### src/rtl/router_pkt_framer.sv
// router_pkt_framer: collects one packet's payload into a local buffer, then
// streams header, payload and XOR parity to the router without gaps while
// honouring router busy, and reports the router's parity verdict per packet.
module router_pkt_framer #(
  parameter int MAX_LEN = 63,  // buffer depth, at most 63 to fit the header
  parameter int CHK_WIN = 3    // cycles of router error sampling after parity
) (
  input  logic        clk,
  input  logic        rstn,
  input  logic        req_valid,
  input  logic [1:0]  req_addr,
  input  logic [5:0]  req_len,
  output logic        req_ready,
  input  logic        pl_valid,
  input  logic [7:0]  pl_data,
  output logic        pl_ready,
  input  logic        busy,
  input  logic        error,
  output logic        pkt_valid,
  output logic [7:0]  din,
  output logic        tx_done,
  output logic        tx_err,
  output logic        cfg_err,
  output logic [15:0] pkt_cnt,
  output logic [15:0] err_cnt
);

  localparam int               WIN_W     = (CHK_WIN > 1) ? $clog2(CHK_WIN) : 1;
  localparam logic [WIN_W-1:0] WIN_LAST  = WIN_W'(CHK_WIN - 1);
  localparam logic [5:0]       MAX_LEN_L = 6'(MAX_LEN);

  typedef enum logic [2:0] {
    S_IDLE,   // waiting for a request
    S_FILL,   // buffering payload bytes
    S_HDR,    // header on din
    S_PL,     // payload byte idx on din
    S_PAR,    // parity byte on din
    S_CHECK   // sampling router error
  } state_e;

  state_e            state_q, state_d;
  logic [1:0]        addr_q, addr_d;
  logic [5:0]        len_q, len_d;
  logic [5:0]        idx_q, idx_d;
  logic [7:0]        par_q, par_d;
  logic [WIN_W-1:0]  win_q, win_d;
  logic              lat_q, lat_d;
  logic              req_ready_q, req_ready_d;
  logic              pl_ready_q, pl_ready_d;
  logic              pkt_valid_q, pkt_valid_d;
  logic [7:0]        din_q, din_d;
  logic              tx_done_q, tx_done_d;
  logic              tx_err_q, tx_err_d;
  logic              cfg_err_q, cfg_err_d;
  logic [15:0]       pkt_cnt_q, pkt_cnt_d;
  logic [15:0]       err_cnt_q, err_cnt_d;
  logic [7:0]        mem_q [MAX_LEN];

  logic req_fire, req_bad, pl_fire, pl_last, win_last, err_seen;

  assign req_fire = req_valid & req_ready_q & (state_q == S_IDLE);
  assign req_bad  = (req_len == 6'd0) | (req_addr == 2'd3) | (req_len > MAX_LEN_L);
  assign pl_fire  = pl_valid & pl_ready_q & (state_q == S_FILL);
  assign pl_last  = (idx_q == len_q - 6'd1);
  assign win_last = (win_q == WIN_LAST);
  assign err_seen = lat_q | error;

  // Next-state selection; every transmit step waits for the router to be idle.
  always_comb begin
    state_d = state_q;
    unique case (state_q)
      S_IDLE:  if (req_fire && !req_bad) state_d = S_FILL;
      S_FILL:  if (pl_fire && pl_last)   state_d = S_HDR;
      S_HDR:   if (!busy)                state_d = S_PL;
      S_PL:    if (!busy && pl_last)     state_d = S_PAR;
      S_PAR:   if (!busy)                state_d = S_CHECK;
      S_CHECK: if (win_last)             state_d = S_IDLE;
      default:                           state_d = S_IDLE;
    endcase
  end

  // Datapath and registered-output next values for the current state.
  always_comb begin
    // NOTE: every _d starts from its _q (or pulse default) so no path infers a latch.
    addr_d      = addr_q;
    len_d       = len_q;
    idx_d       = idx_q;
    par_d       = par_q;
    win_d       = win_q;
    lat_d       = lat_q;
    pkt_valid_d = pkt_valid_q;
    din_d       = din_q;
    pkt_cnt_d   = pkt_cnt_q;
    err_cnt_d   = err_cnt_q;
    tx_done_d   = 1'b0;
    tx_err_d    = 1'b0;
    cfg_err_d   = 1'b0;
    req_ready_d = (state_d == S_IDLE);
    pl_ready_d  = (state_d == S_FILL);

    unique case (state_q)
      S_IDLE: begin
        lat_d = 1'b0;
        if (req_fire) begin
          if (req_bad) begin
            cfg_err_d = 1'b1;
          end else begin
            addr_d = req_addr;
            len_d  = req_len;
            par_d  = {req_len, req_addr};
            idx_d  = 6'd0;
          end
        end
      end
      S_FILL: begin
        if (pl_fire) begin
          par_d = par_q ^ pl_data;
          idx_d = idx_q + 6'd1;
          if (pl_last) begin
            pkt_valid_d = 1'b1;
            din_d       = {len_q, addr_q};
          end
        end
      end
      S_HDR: begin
        if (!busy) begin
          din_d = mem_q[0];
          idx_d = 6'd0;
        end
      end
      S_PL: begin
        if (!busy) begin
          if (!pl_last) begin
            idx_d = idx_q + 6'd1;
            din_d = mem_q[idx_q + 6'd1];
          end else begin
            pkt_valid_d = 1'b0;
            din_d       = par_q;
          end
        end
      end
      S_PAR: begin
        if (!busy) begin
          din_d = 8'd0;
          win_d = '0;
        end
      end
      S_CHECK: begin
        win_d = win_q + 1'b1;
        if (error) lat_d = 1'b1;
        if (win_last) begin
          tx_done_d = 1'b1;
          tx_err_d  = err_seen;
          pkt_cnt_d = pkt_cnt_q + 16'd1;
          if (err_seen) err_cnt_d = err_cnt_q + 16'd1;
          lat_d     = 1'b0;
        end
      end
      default: ;
    endcase
  end

  // State and datapath registers; reset aborts any packet in flight.
  always_ff @(posedge clk or negedge rstn) begin
    // NOTE: sequential state uses non-blocking assignments so all registers update together.
    if (!rstn) begin
      state_q     <= S_IDLE;
      addr_q      <= 2'd0;
      len_q       <= 6'd0;
      idx_q       <= 6'd0;
      par_q       <= 8'd0;
      win_q       <= '0;
      lat_q       <= 1'b0;
      req_ready_q <= 1'b0;
      pl_ready_q  <= 1'b0;
      pkt_valid_q <= 1'b0;
      din_q       <= 8'd0;
      tx_done_q   <= 1'b0;
      tx_err_q    <= 1'b0;
      cfg_err_q   <= 1'b0;
      pkt_cnt_q   <= 16'd0;
      err_cnt_q   <= 16'd0;
    end else begin
      state_q     <= state_d;
      addr_q      <= addr_d;
      len_q       <= len_d;
      idx_q       <= idx_d;
      par_q       <= par_d;
      win_q       <= win_d;
      lat_q       <= lat_d;
      req_ready_q <= req_ready_d;
      pl_ready_q  <= pl_ready_d;
      pkt_valid_q <= pkt_valid_d;
      din_q       <= din_d;
      tx_done_q   <= tx_done_d;
      tx_err_q    <= tx_err_d;
      cfg_err_q   <= cfg_err_d;
      pkt_cnt_q   <= pkt_cnt_d;
      err_cnt_q   <= err_cnt_d;
    end
  end

  // Payload buffer write on each accepted payload beat.
  always_ff @(posedge clk) begin
    // NOTE: the buffer is never read before being written, so it carries no reset.
    if (pl_fire) mem_q[idx_q] <= pl_data;
  end

  assign req_ready = req_ready_q;
  assign pl_ready  = pl_ready_q;
  assign pkt_valid = pkt_valid_q;
  assign din       = din_q;
  assign tx_done   = tx_done_q;
  assign tx_err    = tx_err_q;
  assign cfg_err   = cfg_err_q;
  assign pkt_cnt   = pkt_cnt_q;
  assign err_cnt   = err_cnt_q;

endmodule

### config.mk
export PLATFORM = sky130hd
export DESIGN_NAME = router_pkt_framer
export DESIGN_NICKNAME = d
export VERILOG_FILES = /design/src/rtl/router_pkt_framer.sv
export SDC_FILE = /design/constraint.sdc
export NUM_CORES = 1
export LEC_CHECK = 0
export BUFFER_PORTS_ARGS = -buffer_cell sky130_fd_sc_hd__buf_4
export CAP_MARGIN = 5
export CORE_AREA = 2 2 254 281
export DETAILED_ROUTE_END_ITERATION = 12
export DIE_AREA = 0 0 256 283
export GPL_ROUTABILITY_DRIVEN = 0
export PLACE_DENSITY = 0.54
export SLEW_MARGIN = 25
export SYNTH_ARGS = -nofsm -noshare
export SYNTH_HDL_FRONTEND = slang
export SYNTH_SLANG_ARGS = --single-unit
### constraint.sdc
create_clock -name clk -period 5.7 [get_ports clk]
set_input_delay 0.285 -clock clk [delete_from_list [all_inputs] [get_ports clk]]
set_output_delay 0.285 -clock clk [all_outputs]
set_load 0.02 [all_outputs]
# --- Word-level counts from Yosys, hierarchy flattened ---
# Memory sizes are Yosys's and may differ from the RTL's.
# Index checks and enable logic that the tools add are counted.
word_totals:
  regBits: 74
  ram_bits: 504
  inputBits: 22
  out_inout_bits: 46
  elab_cells: 118
  memories: 1
memory_table:
  columns: ["name", "depth", "word_bits", "read_ports", "rd_clocked_by_memory_dff", "write_ports", "line_no", "text"]
  rows:
  - ["mem_q", 63, 8, 2, 0, 1, "57", "logic [7:0] mem_q [MAX_LEN];"]
op_classes:
  addsub: 5
  order_cmp: 1
  n_eq_ne: 19
  muxes: 44
  bitwise_logic: 9
  reduce_logical: 23
op_table:
  columns: ["cell", "n"]
  rows:
  - ["$mux 8", 9]
  - ["$mux 6", 6]
  - ["$add 16x1->16 const B", 2]
  - ["$pmux 8 s4", 1]
  - ["$pmux 6 s4", 1]
  - ["$mux 3", 6]
  - ["$ne 2x2->1 const B", 9]
  - ["$pmux 3 s6", 1]
  - ["$pmux 8 s2", 1]
  - ["$mux 1", 15]
  - ["$reduce_bool 2->1", 4]
  - ["$reduce_bool 4->1", 2]
  - ["$xor 8x8->8", 1]
  - ["$reduce_and 7->1", 1]
  - ["$add 6x1->6 const B", 1]
  - ["$eq 3x1->1 const B", 2]
  - ["$eq 3x2->1 const B", 2]
  - ["$eq 3x3->1 const B", 2]
  - ["$eq 6x6->1", 1]
  - ["$gt 6x6->1 const B", 1]
  - ["$logic_not 3->1", 2]
  - ["$logic_not 6->1", 1]
  - ["$reduce_and 2->1", 3]
  - ["$reduce_and 3->1", 2]
  - ["15 further kinds", 25]

# --- Depth between registers and ports, before layout ---
# Gate-level depths: netlist of run 1.
logic_depth:
  depth_word: 8
  ltp_mapped: 12
  ltp_nobuf: 9

# --- Worst setup path after synthesis of run 1 ---
# No wires, ideal clock.
synth_path:
  path_type: "register -> register"
  startpoint: "reg idx_q[1]"
  endpoint: "reg din_q[7] (netlist: din[7])"
  setup_time_ns: 0.121
  t_arrival_ns: 2.341
  required_ns: 5.579
  setup_slack_ns: 3.238
  path_stages_with_launch: 11
  path_buffers: 3
  period_less_slack_ns: 2.462
  cell_sequence: "dfrtp_1 -> ha_1 -> buf_2 -> buf_4 -> buf_2 -> mux4_2 -> nand2_1 -> nand3_1 -> nand4_1 -> nand4_1 -> a22o_1"
synth_between:
  elab_chain_cells: 5
  elab_cells_between_ends: 8
  classes_between: "add/sub: 1; eq/ne: 2; mux: 3; reduce/logical: 1; memory: 1"
synth_lines:
  columns: ["item", "line_no", "text"]
  rows:
  - ["start: declaration", "44", "logic [5:0] idx_q, idx_d;"]
  - ["start signal: assignment", "187", "idx_q <= idx_d;"]
  - ["$add 6x1->6", "135", "din_d = mem_q[idx_q + 6'd1];"]
  - ["$mem_v2 63x8", null, null]
  - ["$mux 8", "133", "if (!pl_last) begin"]
  - ["$mux 8", "132", "if (!busy) begin"]
  - ["$pmux 8 s4", "101", "unique case (state_q)"]
  - ["end signal: assignment", "194", "din_q <= din_d;"]
  - ["end: declaration", "51", "logic [7:0] din_q, din_d;"]
# Parallel ways exist; a longest one is shown, timed or not. The select of a mux whose other input is x is not followed.
# A chain may end at the register's enable or synchronous reset.

# --- Worst setup path after layout of run 1 ---
layout_path:
  startpoint: "reg idx_q[0]"
  endpoint: "reg din_q[4] (netlist: din[4])"
# Same word-level chain as after synthesis.

==> flow_summary.json, run 1 <==
{
  "area.growth.synth_to_final_pct": 14.15,
  "cts_made_buffers": 55,
  "root_buffer": "clkbuf_16",
  "cts_resized": 0,
  "cts_tree": "yes",
  "wl_per_cell_um": 23.58,
  "rsz0062_at_grt": "no",
  "drt_iter0_drc": 1087,
  "grt_max_degree": 75,
  "synth_common_cells": "edfxtp_1, nor2_1, nand2_1",
  "synthDistinctLibCells": 65,
  "required_ns": 6.23,
  "layout.nets": 1485,
  "async_reset_ff_frac": 0.1280,
  "grt_antenna_before_repair": 0,
  "drt_first_pass_iters": 5,
  "coreArea_um2": 69810,
  "grtUsageTotal": 0.1581,
  "register_area_um2": 16990,
  "overflow": 0,
  "r2r_cells": 9,
  "grt_pass1_wl_um": 86440,
  "clk_pin_slew_ns": 0.06,
  "rows": 102,
  "vias": 12710,
  "cp_slowest_cell": "dfrtp_4",
  "cap_violations": 0,
  "status": "finished, final reports clean",
  "ant_nets": 0,
  "ys_warn_count": 0,
  "final-setup-viol-count": 0,
  "hold_viol": 0,
  "portBuffers": 67,
  "cp.arrival_ns": 4.45,
  "r2r_start": "idx_q[0]$_DFFE_PN0P_",
  "postLayoutCellArea_um2": 26870,
  "yosysMostFrequentCell": "edfxtp_1",
  "hold_path_end": "tx_err$_DFF_PN0_",
  "drcViolationCount": 0,
  "irDropWorstVdd_mv": 0.2574,
  "synth.top_cell.area_share": 0.6429,
  "fmax_mhz": 254.8,
  "synth_edf_count": 504,
  "crit_buf_inv": 1,
  "synth_top_cell_by_area": "edfxtp_1",
  "ioPinCount": 68,
  "avgSynthCellArea_um2": 17.06,
  "worst_slew_pin_slew_ns": 1.001,
  "period_share": 0.6886,
  "yosysSeqAreaShare": 0.7215,
  "ctsHtreeMaxLevel": 2,
  "dieWidth_um": 256,
  "synth_cells": 1380,
  "crit_fanout": 46,
  "clk_latency_ns": 0.61,
  "min_path_type": "in2reg",
  "clock-sinks": 578,
  "critPathMaxStageDelay_ns": 0.98,
  "min-delay-start": "error",
  "rrSetupSlack_ns": 1.78,
  "placed_area_um2": 25010,
  "p_leak_nw": 8.705,
  "crit_path_end_kind": "register",
  "synth_ff_type": "edfxtp_1",
  "totalWireLength_um": 57380,
  "die_h_um": 283,
  "rr_endpoint": "din[4]$_DFFE_PN0P_",
  "cp_cell_sequence": "ha_4 > xor2_4 > buf_4 > mux4_2 > nor3_1 > nor4_1 > nand4_1 > a41o_1 > o21ai_1",
  "whs_path_depth": 3,
  "multi_input_area_um2": 6173,
  "clock_path_buffers": 3,
  "die-area_um2": 72450,
  "routed_via_density": 5.224,
  "synth-seq-cells": 578,
  "drv_slew": 0,
  "synthTopCellsByArea": "edfxtp_1, mux4_2, dfrtp_1",
  "final.setup.tns_ns": 0,
  "cts_setup_buffers": 0,
  "start_util": 0.3372,
  "grt_pass1_vias": 12940,
  "syn_area_um2": 23540,
  "crit_type": "reg2reg",
  "maxSlewHeadroom": 0.3325,
  "layout_min_cycle_time_ns": 3.925,
  "fin_util": 0.3850,
  "critPathLaunchType": "register",
  "synth_nets": 1407,
  "fin_ws_ns": 1.775,
  "fin_skew_ns": 0.01829,
  "cp_top_family": "flip-flops",
  "place_ws_ns": 1.509,
  "final.fill_count": 6423,
  "final_layout_size_suffix_gt1_frac": 0.2037,
  "antennaDiodeCount": 0,
  "dp_hpwl_um": 35670,
  "power.density_nw_per_um2": 448.7
}
how the worst max path moves through the flow:
stage / start / to / slack [ns] / cells after the start
after detailed placement: idx_q[0]$_DFFE_PN0P_ / din[4]$_DFFE_PN0P_ / 1.51 / 8
after CTS: idx_q[0]$_DFFE_PN0P_ / din[4]$_DFFE_PN0P_ / 1.54 / 8
final: idx_q[0]$_DFFE_PN0P_ / din[4]$_DFFE_PN0P_ / 1.78 / 9
after global placement: idx_q[0]$_DFFE_PN0P_ / din[5]$_DFFE_PN0P_ / 1.55 / 8
after floorplan: idx_q[1]$_DFFE_PN0P_ / din[7]$_DFFE_PN0P_ / 3.24 / 10
after global routing: idx_q[0]$_DFFE_PN0P_ / din[5]$_DFFE_PN0P_ / 1.45 / 8
sequential cells by signal, indices dropped and copies added (netlist names), 3 cells and up:
register / flops
mem_q: 504
err_cnt: 16
pkt_cnt: 16
din: 8
par_q: 8
idx_q: 6
len_q: 6
state_q: 3
stage by stage:
| stage | power, mW | hold slack, ns | cells |
|---|---|---|---|
| 2_1_floorplan | 7.524 | -0.01059 | 1380 |
| 3_3_place_gp | 8.586 | 0.4573 | 2327 |
| 6_report | 12.06 | 0.05074 | 2433 |
| 3_5_place_dp | 8.602 | 0.4597 | 2327 |
| 4_1_cts | 12.19 | 0.02191 | 2433 |
| 5_1_grt | 12.59 | 0.06278 | 2433 |
layout by cell type, fill, tap and decap left out, types with 5 or more instances in the layout:
master / instances
a211oi_1: 9
a22o_1: 5
a22oi_1: 17
a32o_1: 9
a32oi_1: 8
and2_1: 5
and3_1: 10
and4_1: 5
buf_4: 77
bufinv_16: 5
clkbuf_1: 6
clkbuf_16: 56
clkinv_1: 9
clkinv_2: 13
dfrtp_1: 73
dlygate4sd3_1: 10
edfxtp_1: 504
inv_1: 19
mux2_2: 10
mux2i_1: 27
mux4_2: 110
nand2_1: 117
nand2b_1: 8
nand3_1: 44
nand4_1: 24
nor2_1: 124
nor2b_1: 5
nor3_1: 25
o21ai_0: 41
o22ai_1: 6
xnor2_1: 24
xor2_1: 15
final cells by class:
type,instances,share of cell area
Clock buffer,64,0.05401
Clock inverter,32,0.01071
Inverter,19,0.002654
Multi-Input combinational cell,714,0.2297
Sequential cell,578,0.6322
Tap cell,936,0.04358
Timing Repair Buffer,90,0.02714
repair_timing:
action | 4_1_cts | 5_1_grt
hold endpoints to repair | 84 | 0
hold buffers | 10 | 0
setup endpoints to repair | 0 | 0
kinds of logic after synthesis:
| logic type | Yosys count | share of synthesized area |
|---|---|---|
| mux | 147 | 0.1215 |
| flops | 578 | 0.7215 |
| xor+xnor | 44 | 0.01844 |
| compound gates | 134 | 0.04177 |
| simple gates | 384 | 0.07531 |
| buf+inv | 88 | 0.01881 |
| fa+ha+maj | 5 | 0.002657 |
power by group:
group	switching, mW	internal (mW)	leakage (nW)	total [mW]
Clock	1.54	2.04	0.852	3.58
Combinational	1.96	1.48	2.38	3.44
Sequential	0.289	4.76	5.48	5.04
Total	3.79	8.27	8.70	12.1
per-layer routing:
layer  share of wire  GRT usage
met5               0          0
met1            0.42     0.2081
met2            0.50     0.2684
met3           0.049    0.02541
met4           0.027    0.04985
worst min-delay path: stages:
cell,delay (ns)
buf_4,0.11
inv_1,0.11
a21boi_4,0.10
(Power assumes the default switching activity.)
==> inputs of run 2 (changes only) <==
- clock period: 5.7 -> 3.9 ns (I/O delays scaled with it)
==> run 2 against run 1 <==
Compared with the run above:
- die area unchanged
- fmax rose by 17%
- final area up 2.6%
- total power up 50%
- clock-buffer cell count is 6 higher
- combinational power rose by 57%
- critical path depth unchanged
- flip-flop and latch count is the same
- global-route usage up 0.10 points
==> flow_summary.json, run 2 (synthesized netlist as in run 1, its figures left out) <==
{
  "final.setup.tns_ns": 0,
  "final_cell_mix": "edfxtp_1, buf_4, nor2_1",
  "ctsHtreeMaxLevel": 2,
  "power.density_nw_per_um2": 657.7,
  "final_layout_size_suffix_gt1_frac": 0.2372,
  "hold_viol": 0,
  "clk_latency_ns": 0.61,
  "portBuffers": 67,
  "irDropWorstVdd_mv": 0.3584,
  "clock_path_buffers": 3,
  "rrSetupSlack_ns": 0.54,
  "crit_path_end_kind": "register",
  "grt_pass1_vias": 13130,
  "drt_iter0_drc": 917,
  "final-setup-viol-count": 0,
  "totalWireLength_um": 57660,
  "cts_made_buffers": 57,
  "coreArea_um2": 69810,
  "final.fill_count": 6357,
  "largest_reg_flops": 504,
  "cap_violations": 0,
  "regMostFlops": "mem_q",
  "register_area_um2": 16990,
  "crit_type": "reg2reg",
  "grt_antenna_before_repair": 0,
  "cts_tree": "yes",
  "hold_ws_ns": 0.1248,
  "status": "finished, final reports clean",
  "worst_slew_pin_slew_ns": 0.8887,
  "rsz0062_at_grt": "no",
  "final_common_cell": "edfxtp_1",
  "grt_max_degree": 72,
  "start_util": 0.3372,
  "drt_first_pass_iters": 5,
  "cts_setup_buffers": 0,
  "ant_nets": 0,
  "wl_per_cell_um": 22.91,
  "dieWidth_um": 256,
  "antennaDiodeCount": 0,
  "overflow": 0,
  "grtUsageTotal": 0.1591,
  "cp.arrival_ns": 3.90,
  "p_leak_nw": 9.147,
  "layout.nets": 1564,
  "cts_resized": 0,
  "root_buffer": "clkbuf_16",
  "ioPinCount": 68,
  "required_ns": 4.43,
  "clk_pin_slew_ns": 0.07,
  "fmax_mhz": 297.4,
  "ctsHoldBuffers": 13,
  "multi_input_area_um2": 6137,
  "layout_min_cycle_time_ns": 3.363,
  "grt_pass1_wl_um": 87260,
  "routed_via_density": 5.140,
  "clock-sinks": 578,
  "area.growth.synth_to_final_pct": 17.07,
  "dp_hpwl_um": 36680,
  "rows": 102,
  "min_path_type": "in2async",
  "crit_fanout": 48,
  "period_share": 0.8622,
  "fin_skew_ns": 0.02427,
  "drv_slew": 0,
  "critPathLaunchType": "register",
  "vias": 12940,
  "drcViolationCount": 0,
  "die-area_um2": 72450,
  "die_h_um": 283,
  "maxSlewHeadroom": 0.4053
}
==> run 2: routing by layer <==
layer  vias up  part of all wire  GRT usage
li1       5740                 -          -
met1      6695              0.43     0.2182
met2       415              0.48     0.2592
met3        87             0.055    0.02541
met4         0             0.032    0.05292
met5         -                 0          0
==> run 2: through the flow <==
stage / cells / util / power (mW) / instance area [µm²] / setup slack [ns]
after floorplan: 1380 / - / 11.00 / 23540 / 1.438
after global placement: 2401 / 0.3664 / 12.75 / 25580 / 0.6383
after detailed placement: 2401 / 0.3664 / 12.78 / 25580 / 0.6488
after CTS: 2517 / 0.3948 / 18.32 / 27560 / 0.6271
after global routing: 2517 / 0.3948 / 18.94 / 27560 / 0.3847
final: 2517 / 0.3948 / 18.13 / 27560 / 0.5374
==> run 2: area by class of cell <==
cell class / instances / area share
flip-flops and latches: 578 / 0.6165
multi-input cells: 714 / 0.2227
repair buffers: 167 / 0.04849
inverters: 19 / 0.002588
clock buffers: 70 / 0.05389
clock inverters: 33 / 0.01339
well taps: 936 / 0.04249
==> run 2: path summary, 6_finish.rpt <==
kind                                              start                       to  cells past startpoint
worst max-delay path               idx_q[1]$_DFFE_PN0P_       din[4]$_DFFE_PN0P_                      9
worst min-delay path                               rstn   err_cnt[9]$_DFFE_PN0P_                      2
worst max register to register     idx_q[1]$_DFFE_PN0P_       din[4]$_DFFE_PN0P_                      9
worst min register to register  err_cnt[15]$_DFFE_PN0P_  err_cnt[15]$_DFFE_PN0P_                      1
max in group asynchronous                          rstn  pkt_cnt[15]$_DFFE_PN0P_                      3
min in group clk                             pl_data[4]    mem_q[6][4]$_DFFE_PP_                      1
==> run 2: power breakdown <==
group	total [mW]	internal (mW)	leakage, nW	switching, mW
logic	5.39	2.31	2.78	3.07
clock network	5.51	3.22	0.895	2.29
registers	7.23	6.95	5.48	0.276
==> run 2: worst max-delay path: stages, from the launching register on <==
cell	delay, ns
dfrtp_1	0.61
ha_4	0.31
xor2_4	0.37
buf_12	0.31
mux4_2	0.28
nor3_1	0.05
nor4_1	0.71
nand4_1	0.17
a41o_1	0.29
o21ai_1	0.11
